[config.mk]
export PLATFORM = sky130hd
export DESIGN_NAME = lsu_mem_master
export DESIGN_NICKNAME = d
export VERILOG_FILES = /design/src/rtl/lsu_pkg.sv /design/src/rtl/lsu_data_align.sv /design/src/rtl/lsu_mem_master.sv
export SDC_FILE = /design/constraint.sdc
export NUM_CORES = 1
export LEC_CHECK = 0
export ABC_CLOCK_PERIOD_IN_PS = 3850
export CAP_MARGIN = 30
export CORE_UTILIZATION = 48
export CTS_CLUSTER_DIAMETER = 40
export DETAILED_ROUTE_END_ITERATION = 16
export GPL_TIMING_DRIVEN = 0
export PLACE_DENSITY = 0.95
export SYNTH_ARGS = -nofsm -noshare
export SYNTH_HDL_FRONTEND = slang
export SYNTH_SLANG_ARGS = --single-unit
[constraint.sdc]
create_clock -name clk -period 3.85 [get_ports clk]
set_input_delay 0.385 -clock clk [delete_from_list [all_inputs] [get_ports clk]]
set_output_delay 0.385 -clock clk [all_outputs]
set_load 0.05 [all_outputs]
[src/rtl/lsu_pkg.sv]
// Shared definitions for the LSU memory master: op encodings, FSM states,
// byte-lane constants and the alignment predicate used by LSU_ALIGN_CHECK_EN.
package lsu_pkg;

   localparam logic [2:0] ST_W  = 3'd0;
   localparam logic [2:0] ST_H  = 3'd1;
   localparam logic [2:0] ST_B  = 3'd2;

   localparam logic [2:0] LD_W  = 3'd0;
   localparam logic [2:0] LD_H  = 3'd1;
   localparam logic [2:0] LD_HU = 3'd2;
   localparam logic [2:0] LD_B  = 3'd3;
   localparam logic [2:0] LD_BU = 3'd4;

   localparam logic [3:0] BE_WORD    = 4'b1111;
   localparam logic [3:0] BE_HALF_LO = 4'b0011;
   localparam logic [3:0] BE_HALF_HI = 4'b1100;
   localparam logic [3:0] BE_BYTE0   = 4'b0001;

   typedef enum logic [1:0] {
      IDLE = 2'd0,
      REQ  = 2'd1,
      RESP = 2'd2
   } lsu_state_e;

   // Undefined op types behave as word ops, so they need word alignment.
   function automatic logic is_misaligned(input logic       we,
                                          input logic [2:0] op_type,
                                          input logic [1:0] addr_lo);
      logic is_half;
      logic is_byte;
      if (we) begin
         is_half = (op_type == ST_H);
         is_byte = (op_type == ST_B);
      end else begin
         is_half = (op_type == LD_H) || (op_type == LD_HU);
         is_byte = (op_type == LD_B) || (op_type == LD_BU);
      end
      if (is_byte)      return 1'b0;
      else if (is_half) return addr_lo[0];
      else              return |addr_lo;
   endfunction

endpackage

[src/rtl/lsu_data_align.sv]
// Combinational lane steering: byte enables and replicated write data for
// stores, lane extraction with sign/zero extension for loads.
module lsu_data_align
   import lsu_pkg::*;
(
   input  logic        i_st_we,
   input  logic [2:0]  i_st_type,
   input  logic [1:0]  i_st_addr_lo,
   input  logic [31:0] i_st_wdata,
   input  logic [2:0]  i_ld_type,
   input  logic [1:0]  i_ld_addr_lo,
   input  logic [31:0] i_ld_rdata,
   output logic [3:0]  o_be,
   output logic [31:0] o_wdata,
   output logic [31:0] o_ld_data
);

   logic [15:0] w_half;
   logic [7:0]  w_byte;

   always_comb begin
      o_be    = BE_WORD;
      o_wdata = '0;
      if (i_st_we) begin
         case (i_st_type)
            ST_H: begin
               o_be    = i_st_addr_lo[1] ? BE_HALF_HI : BE_HALF_LO;
               o_wdata = {2{i_st_wdata[15:0]}};
            end
            ST_B: begin
               o_be    = BE_BYTE0 << i_st_addr_lo;
               o_wdata = {4{i_st_wdata[7:0]}};
            end
            default: begin
               o_be    = BE_WORD;
               o_wdata = i_st_wdata;
            end
         endcase
      end
   end

   always_comb begin
      w_half = i_ld_addr_lo[1] ? i_ld_rdata[31:16] : i_ld_rdata[15:0];
      case (i_ld_addr_lo)
         2'd0:    w_byte = i_ld_rdata[7:0];
         2'd1:    w_byte = i_ld_rdata[15:8];
         2'd2:    w_byte = i_ld_rdata[23:16];
         default: w_byte = i_ld_rdata[31:24];
      endcase
      case (i_ld_type)
         LD_H:    o_ld_data = {{16{w_half[15]}}, w_half};
         LD_HU:   o_ld_data = {16'd0, w_half};
         LD_B:    o_ld_data = {{24{w_byte[7]}}, w_byte};
         LD_BU:   o_ld_data = {24'd0, w_byte};
         default: o_ld_data = i_ld_rdata;
      endcase
   end

endmodule

[src/rtl/lsu_mem_master.sv]
// Load/store initiator: one op per IDLE->REQ->RESP pass over a req/ack port.
// Define LSU_ALIGN_CHECK_EN to reject misaligned word/half ops without a request.
module lsu_mem_master
   import lsu_pkg::*;
#(
   parameter int unsigned TIMEOUT = 255,
   parameter int unsigned ADDR_W  = 32
) (
   input  logic              clk,
   input  logic              reset,
   input  logic              op_valid,
   output logic              op_ready,
   input  logic              op_we,
   input  logic [2:0]        op_type,
   input  logic [ADDR_W-1:0] op_addr,
   input  logic [31:0]       op_wdata,
   output logic              rsp_valid,
   output logic [31:0]       rsp_rdata,
   output logic              rsp_err,
   output logic              mem_req,
   output logic              mem_we,
   output logic [ADDR_W-1:0] mem_addr,
   output logic [3:0]        mem_be,
   output logic [31:0]       mem_wdata,
   input  logic              mem_ack,
   input  logic [31:0]       mem_rdata,
   output lsu_state_e        dbg_state
);

   localparam int WD_W = (TIMEOUT < 2) ? 1 : $clog2(TIMEOUT + 1);
   localparam logic [WD_W:0] TO_V = (WD_W + 1)'(TIMEOUT);

   lsu_state_e        r_state;
   lsu_state_e        w_state_nxt;
   logic              w_accept;
   logic              w_misaligned;
   logic              w_wd_hit;
   logic [WD_W:0]     w_wd_inc;
   logic [WD_W-1:0]   r_wd;
   logic              r_mem_we;
   logic [ADDR_W-1:0] r_mem_addr;
   logic [3:0]        r_mem_be;
   logic [31:0]       r_mem_wdata;
   logic [2:0]        r_ld_type;
   logic [1:0]        r_addr_lo;
   logic [31:0]       r_rsp_rdata;
   logic              r_rsp_err;
   logic [3:0]        w_be;
   logic [31:0]       w_wdata;
   logic [31:0]       w_ld_data;

`ifdef LSU_ALIGN_CHECK_EN
   assign w_misaligned = is_misaligned(op_we, op_type, op_addr[1:0]);
`else
   assign w_misaligned = 1'b0;
`endif

   // Store-side lanes come straight from the op so they can be latched at
   // accept; load extraction works on the latched op against the ack data.
   lsu_data_align u_align (
      .i_st_we      (op_we),
      .i_st_type    (op_type),
      .i_st_addr_lo (op_addr[1:0]),
      .i_st_wdata   (op_wdata),
      .i_ld_type    (r_ld_type),
      .i_ld_addr_lo (r_addr_lo),
      .i_ld_rdata   (mem_rdata),
      .o_be         (w_be),
      .o_wdata      (w_wdata),
      .o_ld_data    (w_ld_data)
   );

   // Watchdog counts the current REQ cycle too, so mem_req lasts TIMEOUT cycles.
   assign w_wd_inc = {1'b0, r_wd} + {{WD_W{1'b0}}, 1'b1};
   assign w_wd_hit = (TIMEOUT != 0) && (w_wd_inc == TO_V);

   always_comb begin
      w_state_nxt = r_state;
      w_accept    = 1'b0;
      case (r_state)
         IDLE: begin
            if (op_valid) begin
               w_accept    = 1'b1;
               w_state_nxt = w_misaligned ? RESP : REQ;
            end
         end
         REQ: begin
            if (mem_ack || w_wd_hit) w_state_nxt = RESP;
         end
         default: w_state_nxt = IDLE;
      endcase
   end

   always_ff @(posedge clk) begin
      if (!reset) begin
         r_state     <= IDLE;
         r_wd        <= '0;
         r_mem_we    <= 1'b0;
         r_mem_addr  <= '0;
         r_mem_be    <= '0;
         r_mem_wdata <= '0;
         r_ld_type   <= '0;
         r_addr_lo   <= '0;
         r_rsp_rdata <= '0;
         r_rsp_err   <= 1'b0;
      end else begin
         r_state <= w_state_nxt;
         if (r_state == REQ && !mem_ack) r_wd <= w_wd_inc[WD_W-1:0];
         else                            r_wd <= '0;
         if (w_accept) begin
            r_mem_we    <= op_we;
            r_mem_addr  <= {op_addr[ADDR_W-1:2], 2'b00};
            r_mem_be    <= w_be;
            r_mem_wdata <= w_wdata;
            r_ld_type   <= op_we ? LD_W : op_type;
            r_addr_lo   <= op_addr[1:0];
            r_rsp_rdata <= '0;
            r_rsp_err   <= w_misaligned;
         end else if (r_state == REQ) begin
            if (mem_ack) begin
               r_rsp_rdata <= r_mem_we ? 32'd0 : w_ld_data;
               r_rsp_err   <= 1'b0;
            end else if (w_wd_hit) begin
               r_rsp_rdata <= '0;
               r_rsp_err   <= 1'b1;
            end
         end
      end
   end

   assign op_ready  = (r_state == IDLE);
   assign mem_req   = (r_state == REQ);
   assign mem_we    = r_mem_we && (r_state == REQ);
   assign mem_addr  = r_mem_addr;
   assign mem_be    = r_mem_be;
   assign mem_wdata = r_mem_wdata;
   assign rsp_valid = (r_state == RESP);
   assign rsp_rdata = r_rsp_rdata;
   assign rsp_err   = r_rsp_err;
   assign dbg_state = r_state;

endmodule

# Word level (Yosys, flattened, before mapping)
# Index checks and enable logic that the tools add are counted.
# totals
register_bits,115
output_inout_bits,107
word_cells,56
# op_classes
n_addsub,1
eq_ne,13
shifts,1
mux,19
bitwise,1
n_reduce_logical,11
# ops
op,count
$mux 32,4
$pmux 32 s4,1
$pmux 32 s2,1
$pmux 8 s3,1
$mux 16,1
$add 8x1->9 const B,1
$eq 3x2->1 const B,3
$eq 9x8->1 const B,1
$mux 4,2
$pmux 4 s2,1
$eq 3x1->1 const B,2
$reduce_and 2->1,3
$eq 2x1->1 const B,2
$eq 2x2->1 const B,2
$logic_not 2->1,2
$mux 1,4
$mux 2,2
$pmux 2 s2,1
$shl 1x2->4 const A,1
$eq 3x3->1 const B,1
$mux 3,1
$logic_and 1x1->1,2
$ne 2x1->1 const B,1
$ne 2x2->1 const B,1
5 further kinds,5

# Longest topological paths before layout
# Gate-level depths: netlist (run 1).
# depth
ltp_word,5
mapped_depth,9

# Hierarchy
# Synthesis (run 1) repeated with hierarchy kept, for this count alone.
# hier_totals
hier_cells,700
area_unflattened_um2,6366.1
# modules_own_cells
mod,n_inst,cells_per_inst,area_per_inst_um2,seq_area_each_um2
lsu_mem_master,1,412,4436.8,2302.2
lsu_data_align,1,288,1929.4,0.0

# Worst setup path after synthesis (run 1)
# Ideal clock, no wire load.
# synth_timing
path_kind,reg2reg
from,"register r_state[0], in the netlist dbg_state[0]"
to,"register r_rsp_rdata[19], in the netlist rsp_rdata[19]"
setup_time_ns,0.068
arrival_time_ns,2.206
setup_slack_ns,1.576
stages_incl_launch_ff,8
n_path_buf,3
synth_period_minus_slack_ns,2.274
cell_sequence,dfxtp_1 -> nor2b_1 -> buf_2 -> nand4b_4 -> or4_4 -> buf_6 -> buf_12 -> o2bb2ai_4
# synth_via
elab_cells_between_ends,5
# synth_lines
element,line_no,source
from (decl),lsu_mem_master.sv:33,lsu_state_e r_state;
from (signal assigned),lsu_mem_master.sv:107,r_state <= w_state_nxt;
$eq 2x1->1,--,
net mem_req,lsu_mem_master.sv:20,"output logic mem_req,"
$reduce_and 2->1 (no source line),--,
to (signal assigned),lsu_mem_master.sv:121,r_rsp_rdata <= r_mem_we ? 32'd0 : w_ld_data;
to (decl),lsu_mem_master.sv:46,logic [31:0] r_rsp_rdata;
# The timed path passes the listed nets, and every way through them passes these cells.
# A chain may end at the register's enable or synchronous reset.

# Worst setup path in the final report (run 1)
# layout_timing
from,"register r_state[0], in the netlist dbg_state[0]"
to,output port mem_we
# layout_via
elab_chain_cells,2
# layout_lines
element,line_no,source
$eq 2x1->1,lsu_mem_master.sv:133,assign mem_we = r_mem_we && (r_state == REQ);
$logic_and 1x1->1,lsu_mem_master.sv:133,
to (decl),lsu_mem_master.sv:21,"output logic mem_we,"
# No other way between the ends.

==> key figures, run 1 <==
Drt
  – DRT Wirelength: 17300 um
  – Number of remaining DRC errors: 0
  – Drt wl/cell: 17.0 um
  – Detail-routed via count per cell: 5.59
  – Drt initial violations: 373
  – Via count: 5700
  – Antenna viol nets, final: 0
  – Drt first pass iters: 6

Run
  – MaxCap Viol Count: 0

Timing
  – Min Tclk post-route: 2.47 ns
  – Final Cycle Share: 64.1%
  – Worst slew pin tran: 0.648 ns
  – Pins Over Slew Limit: 0
  – Slew HR: 56.8%
  – Final hold violation count: 0
  – Endpoints failing setup: 0
  – FMAX: 0.405 GHz
  – Clk_skew: 0.00560 ns
  – Unrepaired setup endpoints after global routing: no
  – Setup_tns: 0 ns

Global routing
  – Largest net degree at the start of global routing: 17
  – Grt met2 use: 49.8%
  – Global-route wire length before repair: 26800 um
  – GRT overflow: 0
  – Initial antenna violation count: 0
  – Vias in the first global route: 5439
  – Routing usage on met1: 33.4%
  – GR Layer Usage met3: 8.64%
  – Busiest metal layer after global routing: met2
  – GRT Util Overall: 29.2%

Synth
  – Synth Area in Compound Gates: 26.7%
  – Post-synthesis cell area: 0.00561 mm2
  – Synthesis Warnings: 0
  – Post-synthesis cell type count: 55
  – Cells after Synth: 638
  – Synthesis-stage register bit count: 115
  – Synth Flop Type: dfxtp_1
  – Simple-Gate Fraction of Synth Area: 18.8%
  – Async S/R FF share, synth: 0%
  – Post-synth EDFFs: 0
  – Post-Synth XOR/XNOR Area: 1.41%
  – Largest family of logic cells by synthesized area: compound AO/OA/AOI/OAI gates
  – Post-synthesis sequential area ratio: 41.1%
  – Mean Syn Cell Area: 8.79 um2
  – Adder-cell share of the synthesized area: 1.88%
  – Mux cell area share after synthesis: 4.89%

Clock network
  – CTS tree: done
  – Clock buffer depth: 2
  – CTS Root Cell: clkbuf_16
  – Clock transition at path regs: 0.05 ns
  – Cts hold-fix bufs: 0
  – CTS Sinks: 115
  – Cts bufs inserted: 17
  – Post-CTS Resized: 0
  – Setup repair bufs after CTS: 0
  – H-tree lvl count: 4
  – Worst skew pair latency: 0.41 ns

Die
  – Die width: 110 um
  – Starting density of the core: 49.1%
  – Die height: 110 um
  – Die area: 0.0121 mm2
  – Boundary pin count: 211
  – Total core area: 0.0114 mm2
  – Core Rows: 39

Critical path
  – Max stage delay on crit path: 0.80 ns
  – Critical Path AT: 2.08 ns
  – Cells on worst reg2reg path: 5
  – Critical Path RT: 3.46 ns
  – Crit path launch type: flip-flop
  – R2r setup slk: 1.66 ns
  – Crit end category: primary output
  – R2R Path End: mem_wdata[31]$_SDFFE_PN0P_
  – WS Path Type: reg2out
  – CP max FO: 7
  – Worst reg2reg startpoint: dbg_state[1]$_SDFFE_PN0P_
  – Critical path's slowest cell: clkdlybuf4s50_1
  – Worst path cell trace: nor2b_1 -> buf_2 -> and2_1 -> clkdlybuf4s50_1

Finish
  – Register area: 0.00230 mm2
  – Final Util: 74.1%
  – Area added between synthesis and finish: 50.9%
  – Non-filler cells, final: 1019
  – Fraction of layout cells with a size suffix above 1: 8.79%
  – Fill count: 803
  – Inserted Diodes: 0
  – Nets: 969
  – Area occupied by multi-input gates: 0.00302 mm2

Pwr
  – Pwr dens: 438 mW/mm2
  – Peak supply drop: 0.347 mV
  – Leak: 3.09 nW

Hold path
  – Hold Path End: mem_wdata[10]$_SDFFE_PN0P_
  – Worst Hold Class: reg2reg
  – Hold depth: 2
  – Worst hold start: mem_wdata[10]$_SDFFE_PN0P_

Place
  – Inst Count DP: 987
  – Port-buffer cells: 205
  – Final RePlAce weighted congestion: 0.899
  – Post-DP HPWL: 12700 um

Outcome
  – Status: completed
-- layout by cell type (no fill, tap or decap), drive strengths merged, types with 2 or more instances in the layout --
cell type | synthesis | final
a211oi | 7 | 7
a21boi | 36 | 36
a21oi | 30 | 30
a22o | 12 | 12
a32o | 7 | 7
and2 | 2 | 2
and3 | 5 | 5
buf | 17 | 17
bufinv | 0 | 4
clkbuf | 36 | 58
clkdlybuf4s50 | 0 | 205
clkinv | 0 | 4
clkinvlp | 0 | 2
conb | 1 | 2
dfxtp | 115 | 115
ha | 2 | 2
inv | 3 | 3
maj3 | 8 | 8
mux2i | 24 | 24
nand2 | 108 | 108
nand2b | 18 | 18
nand3 | 6 | 6
nand3b | 4 | 4
nor2 | 49 | 49
nor2b | 16 | 16
o211a | 2 | 2
o21ai | 52 | 52
o22ai | 14 | 14
o2bb2ai | 25 | 25
o311ai | 7 | 7
or3 | 8 | 8
xnor2 | 5 | 5
xor2 | 4 | 4
-- layer usage --
metal,wire length [um],vias to the layer above
li1,-,2721
met1,6730,2626
met2,8370,302
met3,1560,51
met4,609,0
met5,0,-
-- cell usage after synthesis (2+ instances only) --
master,n,area share [%]
mux2i_1,24,4.3
xor2_1,4,0.62
o22ai_1,14,1.6
inv_1,3,0.20
o211a_1,2,0.36
o2bb2ai_1,5,0.78
buf_1,2,0.13
or3_1,7,0.78
maj3_1,8,1.4
a211oi_1,7,0.94
nand2b_1,18,2.0
nand3_1,6,0.54
nor2b_1,15,1.7
buf_6,6,1.2
a21boi_0,36,4.8
o2bb2ai_2,19,5.1
a32o_1,7,1.3
nor2_2,2,0.22
a21oi_2,2,0.31
and2_1,2,0.22
clkbuf_1,36,2.4
a21oi_1,28,2.5
xnor2_1,5,0.78
nor2_1,47,3.1
dfxtp_1,115,41
o21ai_1,8,0.71
nand2_1,108,7.2
buf_4,2,0.27
nand3b_1,4,0.54
ha_1,2,0.45
o21ai_0,44,3.9
and3_1,5,0.56
a22o_1,12,1.9
buf_2,6,0.54
o311ai_0,7,1.1
-- where the power goes --
part	switching [W]	internal (W)
logic	0.000464	0.000301
registers	0.0000339	0.00125
clock network	0.000542	0.00111
-- flip-flops by register name (all words and copies together), names as in the netlist --
register and cells:
dbg_state 2, r_wd 8, rsp_err 1, r_addr_lo 2, mem_be 4, mem_wdata 32
rsp_rdata 32, r_ld_type 3, mem_addr 30, r_mem_we 1
-- critical path, delay by kind of cell (launching register included) --
kind	cells	cell delay [ns]
buf+inv	2	0.99
flops	1	0.39
simple gates	2	0.28
-- cell type report --
type,instances,share of cell area (%)
sequential,115,27.2
buffer,53,3.25
clock inverter,10,1.83
inverter,3,0.133
tap,143,2.12
multi-input combinational,468,35.7
clock buffer,22,5.49
timing repair buffer,205,24.3
-- kinds of logic after synthesis --
logic type      after synthesis
simple gates                224
compound gates              197
flops                       115
buf+inv                      56
mux                          26
fa+ha+maj                    10
xor+xnor                      9
other cells                   1
-- how the worst max path moves through the flow --
stage                     slack, ns  depth (start not counted)                         end                 startpoint
final                          1.38                          4                      mem_we  dbg_state[0]$_SDFFE_PN0P_
after CTS                      1.37                          4                      mem_we  dbg_state[0]$_SDFFE_PN0P_
after floorplan                1.58                          7  rsp_rdata[19]$_SDFFE_PP0P_  dbg_state[0]$_SDFFE_PN0P_
after detailed placement       1.22                          6  mem_wdata[31]$_SDFFE_PN0P_                   op_valid
after global routing           1.30                          4                      mem_we  dbg_state[0]$_SDFFE_PN0P_
after global placement         1.25                          6  mem_wdata[31]$_SDFFE_PN0P_                   op_valid
-- through the flow --
| step | total power [W] | hold WS, ns | setup WS (ns) | cell area, um2 |
|---|---|---|---|---|
| final | 0.00370 | 0.451 | 1.38 | 8460 |
| after global routing | 0.00383 | 0.473 | 1.30 | 8460 |
| after CTS | 0.00371 | 0.456 | 1.37 | 8460 |
| after detailed placement | 0.00206 | 0.446 | 1.22 | 7840 |
| after global placement | 0.00205 | 0.435 | 1.25 | 7840 |
| after floorplan | 0.00176 | 0.431 | 1.58 | 5610 |
Power figures use the tool's default switching activity.
==> run 2: changes to the inputs <==
- ABC_CLOCK_PERIOD_IN_PS: 3850 -> 2510
- CORE_UTILIZATION: 48 -> 45
- PLACE_DENSITY: 0.95 -> 0.92
- clock period: 3.85 -> 2.51 ns (I/O delays scaled with it)
==> key figures, run 2 (synthesis gave the netlist of run 1 again) <==
Critical path
  – End of the critical path: mem_we
  – Critical Path RT: 2.26 ns (-1.20 ns)
  – Crit end category: primary output
  – WS Path Type: reg2out
  – Worst setup startpoint: dbg_state[0]$_SDFFE_PN0P_
  – Cells on worst reg2reg path: 5 (unchanged)
  – CP max FO: 7 (unchanged)
  – Worst reg2reg startpoint: dbg_state[1]$_SDFFE_PN0P_
  – Crit path launch type: flip-flop
  – R2R Path End: mem_wdata[31]$_SDFFE_PN0P_
  – R2r setup slk: 0.30 ns (-1.36 ns)
  – Critical Path AT: 2.09 ns (about the same)

Drt
  – Number of remaining DRC errors: 0 (unchanged)
  – Drt first pass iters: 5 (-1)
  – Via count: 5665 (-0.61%)
  – Detail-routed via count per cell: 5.43 (-3.0%)
  – Antenna viol nets, final: 0 (unchanged)
  – Drt initial violations: 378 (+1.3%)
  – DRT Wirelength: 17100 um (-1.0%)
  – Drt wl/cell: 16.4 um (-3.4%)

Die
  – Die area: 0.0129 mm2 (+6.5%)
  – Boundary pin count: 211 (unchanged)
  – Core Rows: 40 (+2.6%)
  – Total core area: 0.0121 mm2 (+5.6%)
  – Die width: 114 um (+3.2%)
  – Starting density of the core: 46.5% (-2.6 points)
  – Die height: 114 um (+3.2%)

Finish
  – Final Util: 70.7% (-3.4 points)
  – Nets: 969 (unchanged)
  – Most common cell after layout, fill and taps aside: clkdlybuf4s50_1
  – Area added between synthesis and finish: 52.1%
  – Post-route cell area: 0.00853 mm2 (+0.81%)
  – Inserted Diodes: 0 (unchanged)
  – Fill count: 920 (+15%)
  – Most used cells in the layout excluding fill and tap cells: clkdlybuf4s50_1, dfxtp_1, nand2_1
  – Non-filler cells, final: 1044 (+2.5%)
  – Fraction of layout cells with a size suffix above 1: 9.13% (+0.34 points)

Global routing
  – Initial antenna violation count: 0 (unchanged)
  – Global-route wire length before repair: 27200 um (+1.3%)
  – GRT Util Overall: 27.0% (-2.1 points)
  – GRT overflow: 0 (unchanged)
  – Largest net degree at the start of global routing: 17 (unchanged)
  – Vias in the first global route: 5466 (+0.50%)

Pwr
  – Pwr dens: 685 mW/mm2 (+56%)
  – Total power: 0.00584 W (+58%)
  – Comb power frac: 20.1% (-0.6 points)
  – Peak supply drop: 0.609 mV (+76%)
  – Seq pwr share: 33.6% (-1.1 points)
  – Power Internal: 0.00415 W (+56%)
  – Leak: 3.09 nW (about the same)
  – Net Sw Frac: 29.0% (+0.93 points)
  – Psw: 0.00170 W (+63%)
  – Clock share of power: 46.3% (+1.6 points)

Timing
  – Final Cycle Share: 93.4%
  – Min Tclk post-route: 2.34 ns
  – FMAX: 0.427 GHz
  – Clk_skew: 0.00657 ns (+0.000974 ns)
  – Worst slew pin tran: 0.651 ns (+0.00330 ns)
  – Hold_ws: 0.389 ns (-0.0627 ns)
  – Pins Over Slew Limit: 0 (unchanged)
  – Endpoints failing setup: 0 (unchanged)
  – Final hold violation count: 0 (unchanged)
  – Unrepaired setup endpoints after global routing: no
  – Slew HR: 56.5% (-0.22 points)

Clock network
  – Setup repair bufs after CTS: 0 (unchanged)
  – Cts hold-fix bufs: 0 (unchanged)
  – H-tree lvl count: 4 (unchanged)
  – Post-CTS Resized: 0 (unchanged)
  – Clock buffer depth: 2 (unchanged)
  – Cts bufs inserted: 17 (unchanged)
  – Clock transition at path regs: 0.05 ns (about the same)
  – Worst skew pair latency: 0.42 ns (about the same)
  – CTS Root Cell: clkbuf_16
  – CTS Sinks: 115 (unchanged)
  – CTS tree: done

Place
  – Inst Count DP: 1012 (+2.5%)
  – Final RePlAce weighted congestion: 0.866 (-3.7%)
  – Port-buffer cells: 205 (unchanged)
  – Placed cell areas: 0.00787 mm2 (+0.40%)
  – Post-DP HPWL: 12400 um (-2.5%)

Hold path
  – Worst hold start: op_addr[14]
  – Worst Hold Class: in2reg

Run
  – MaxCap Viol Count: 0 (unchanged)

Outcome
  – Status: completed
run 2: changes by cell type in the layout (fill, tap and decap cells not counted):
cell / change
clkinv_2: -4
clkbuf_8: -2
inv_6: +2
clkinv_4: +3
bufinv_16: +1
clkbuf_1: -3
clkinvlp_4: +3
run 2: worst min-delay path by stage:
stage	end	slack, ns	cells past startpoint
after global placement	mem_wdata[8]$_SDFFE_PN0P_	0.43	2
after floorplan	mem_wdata[0]$_SDFFE_PN0P_	0.38	1
after global routing	mem_addr[24]$_SDFFE_PN0P_	0.39	3
after detailed placement	mem_wdata[14]$_SDFFE_PN0P_	0.44	2
final	mem_addr[14]$_SDFFE_PN0P_	0.39	3
after CTS	mem_addr[11]$_SDFFE_PN0P_	0.37	3
run 2: through the flow:
step | setup WS [ns] | setup TNS, ns
final | 0.166 | 0
after CTS | 0.142 | 0
after floorplan | 0.236 | 0
after detailed placement | -0.0140 | -0.0140
after global routing | 0.0750 | 0
after global placement | 0.00517 | 0
run 2: worst max-delay path, stage by stage, from the launching register on:
cell             delay, ns
dfxtp_1               0.40
nor2b_1               0.14
buf_2                 0.20
and2_1                0.14
clkdlybuf4s50_1       0.80
run 2: area by class of cell:
cell class	count	area, um2	share of cell area [%]
Multi-Input combinational cell	468	3020	35.4
Sequential cell	115	2300	27.0
Timing Repair Buffer	205	2050	24.1
Clock buffer	17	425	4.99
Buffer	53	275	3.23
Clock inverter	15	231	2.71
Tap cell	168	210	2.46
Inverter	3	11.3	0.132
run 2: routing by layer:
layer  up-vias  track usage, %  wire length, um
met1      2598            31.6             7020
met2       304            44.9             8080
li1       2717               -                -
met5         -               0                0
met3        46            8.45             1490
met4         0            13.2              522
run 2: power by group through the flow:
stage                     registers (W)  clock network, W  logic [W]
after floorplan                 0.00228                 0   0.000412
after global placement          0.00200                 0    0.00115
after detailed placement        0.00200                 0    0.00116
after CTS                       0.00197           0.00272    0.00117
after global routing            0.00197           0.00280    0.00125
final                           0.00197           0.00270    0.00117
==> run 3: changes to the inputs <==
- CORE_ASPECT_RATIO: default -> 1.5
==> key figures, run 3 (synthesis gave the netlist of run 1 again) <==
Global routing
  – GRT Util Overall: 27.4% (+0.42 points)
  – GRT overflow: 0 (unchanged)
  – Initial antenna violation count: 0 (unchanged)
  – Vias in the first global route: 5596 (+2.4%)
  – Global-route wire length before repair: 27800 um (+2.2%)
  – Largest net degree at the start of global routing: 17 (unchanged)

Drt
  – Met2 wire len: 8980 um (+11%)
  – Antenna viol nets, final: 0 (unchanged)
  – Number of remaining DRC errors: 0 (unchanged)
  – DRT Wirelength: 17400 um (+1.9%)
  – Drt wl/cell: 16.9 um (+3.4%)
  – Drt first pass iters: 6 (+1)
  – Detail-routed via count per cell: 5.49 (+1.1%)
  – Drt initial violations: 366 (-3.2%)
  – Detail Route met3 WL: 1130 um (-24%)
  – Top Metal Used: met4
  – Via count: 5647 (-0.32%)
  – Met1 wire length: 6450 um (-8.1%)

Critical path
  – Critical Path RT: 2.26 ns (about the same)
  – WS Path Type: reg2out
  – Crit path launch type: flip-flop
  – Critical Path AT: 2.10 ns (about the same)
  – CP max FO: 7 (unchanged)
  – Worst path cell trace: nor2b_1 -> buf_2 -> and2_1 -> clkdlybuf4s50_1
  – Crit end category: primary output
  – Critical path's slowest cell: clkdlybuf4s50_1
  – Cell family contributing the most delay on the critical path: buffers and inverters
  – R2r setup slk: 0.28 ns (-0.02 ns)
  – Critical path buffers and inverters: 2 (unchanged)
  – Max stage delay on crit path: 0.80 ns (about the same)

Timing
  – Worst slew pin tran: 0.662 ns (+0.0110 ns)
  – Min Tclk post-route: 2.35 ns (+0.0110 ns)
  – Final Cycle Share: 93.8% (+0.44 points)
  – Clk_skew: 0.0128 ns (+0.00624 ns)
  – Final worst slack: 0.155 ns (-0.0110 ns)
  – Final hold violation count: 0 (unchanged)
  – Pins Over Slew Limit: 0 (unchanged)
  – Slew HR: 55.8% (-0.74 points)
  – FMAX: 0.425 GHz (-0.47%)
  – Unrepaired setup endpoints after global routing: no
  – Endpoints failing setup: 0 (unchanged)

Die
  – Die width: 93.1 um (-18%)
  – Die height: 139 um (+22%)
  – Boundary pin count: 211 (unchanged)
  – Starting density of the core: 46.4% (-0.063 points)
  – Die area: 0.0129 mm2 (about the same)
  – Core Rows: 49 (+23%)
  – Total core area: 0.0121 mm2 (+0.13%)

Pwr
  – Power Internal: 0.00380 W (-8.4%)
  – Leak: 3.08 nW (-0.52%)
  – Psw: 0.00171 W (+0.61%)
  – Peak supply drop: 0.463 mV (-24%)
  – Total power: 0.00550 W (-5.8%)
  – Comb power frac: 21.3% (+1.2 points)
  – Pwr dens: 652 mW/mm2 (-4.8%)
  – Net Sw Frac: 31.0% (+2.0 points)
  – Seq pwr share: 35.7% (+2.1 points)
  – Clock share of power: 43.0% (-3.3 points)

Clock network
  – Post-CTS Resized: 0 (unchanged)
  – Cts bufs inserted: 17 (unchanged)
  – Clock transition at path regs: 0.06 ns (about the same)
  – Worst skew pair latency: 0.41 ns (about the same)
  – CTS Sinks: 115 (unchanged)
  – H-tree lvl count: 4 (unchanged)
  – Clock buffer depth: 2 (unchanged)
  – CTS Root Cell: clkbuf_16
  – Cts hold-fix bufs: 0 (unchanged)
  – Setup repair bufs after CTS: 0 (unchanged)
  – CTS tree: done

Finish
  – Final Util: 69.8% (-0.86 points)
  – Most common cell after layout, fill and taps aside: clkdlybuf4s50_1
  – Area added between synthesis and finish: 50.5%
  – Non-filler cells, final: 1029 (-1.4%)
  – Fraction of layout cells with a size suffix above 1: 9.13% (unchanged)
  – Most used cells in the layout excluding fill and tap cells: clkdlybuf4s50_1, dfxtp_1, nand2_1
  – Inserted Diodes: 0 (unchanged)
  – Nets: 969 (unchanged)
  – Post-route cell area: 0.00844 mm2 (-1.1%)

Place
  – Port-buffer cells: 205 (unchanged)
  – Inst Count DP: 997 (-1.5%)
  – Post-DP HPWL: 12900 um (+4.2%)
  – Placed cell areas: 0.00785 mm2 (-0.24%)
  – Final RePlAce weighted congestion: 0.902 (+4.3%)
  – Pre-CTS setup slack: -0.0792 ns (-0.0651 ns)

Outcome
  – Status: completed

Run
  – MaxCap Viol Count: 0 (unchanged)

Hold path
  – Worst Hold Class: in2reg
-- run 3: cell types whose count changed in the layout (fill, tap and decap cells not counted), sizes merged --
cell / change
inv: +5
bufinv: -4
clkinvlp: -4
clkinv: +2
clkbuf: +1
-- run 3: area by class of cell --
cell class | count | area (um2)
Fill cell | 891 | 3640
Multi-Input combinational cell | 468 | 3020
Sequential cell | 115 | 2300
Timing Repair Buffer | 205 | 2050
Clock buffer | 18 | 439
Buffer | 53 | 275
Tap cell | 153 | 191
Clock inverter | 14 | 144
Inverter | 3 | 11.3
-- run 3: power groups by stage --
stage               clock network, W  registers (W)  logic, W
global placement                   0        0.00200   0.00115
global route                 0.00249        0.00197   0.00125
CTS                          0.00239        0.00196   0.00117
floorplan                          0        0.00228  0.000412
finish                       0.00236        0.00196   0.00117
detailed placement                 0        0.00200   0.00116
-- run 3: path summary, 6_finish.rpt --
| check | start | endpoint | cells past startpoint |
|---|---|---|---|
| worst max-delay path | dbg_state[0]$_SDFFE_PN0P_ | mem_we | 4 |
| worst min register to register | mem_wdata[15]$_SDFFE_PN0P_ | mem_wdata[15]$_SDFFE_PN0P_ | 2 |
| worst min-delay path | op_addr[8] | mem_addr[8]$_SDFFE_PN0P_ | 3 |
| worst max register to register | dbg_state[1]$_SDFFE_PN0P_ | mem_wdata[31]$_SDFFE_PN0P_ | 5 |
-- run 3: tightest hold or removal path, stage by stage --
cell and delay (ns):
clkdlybuf4s50_1 0.39, nand2_1 0.05, a21boi_0 0.06
-- run 3: routing by layer --
layer / up-vias / track usage (%)
li1: 2703 / -
met1: 2630 / 29.1
met2: 256 / 48.6
met3: 58 / 6.80
met4: 0 / 15.2
met5: - / 0
-- run 3: per-stage QoR --
step	setup TNS [ns]	hold slack [ns]
after global routing	0	0.399
after CTS	0	0.381
after floorplan	0	0.377
after global placement	-0.189	0.433
after detailed placement	-0.478	0.442
final	0	0.393
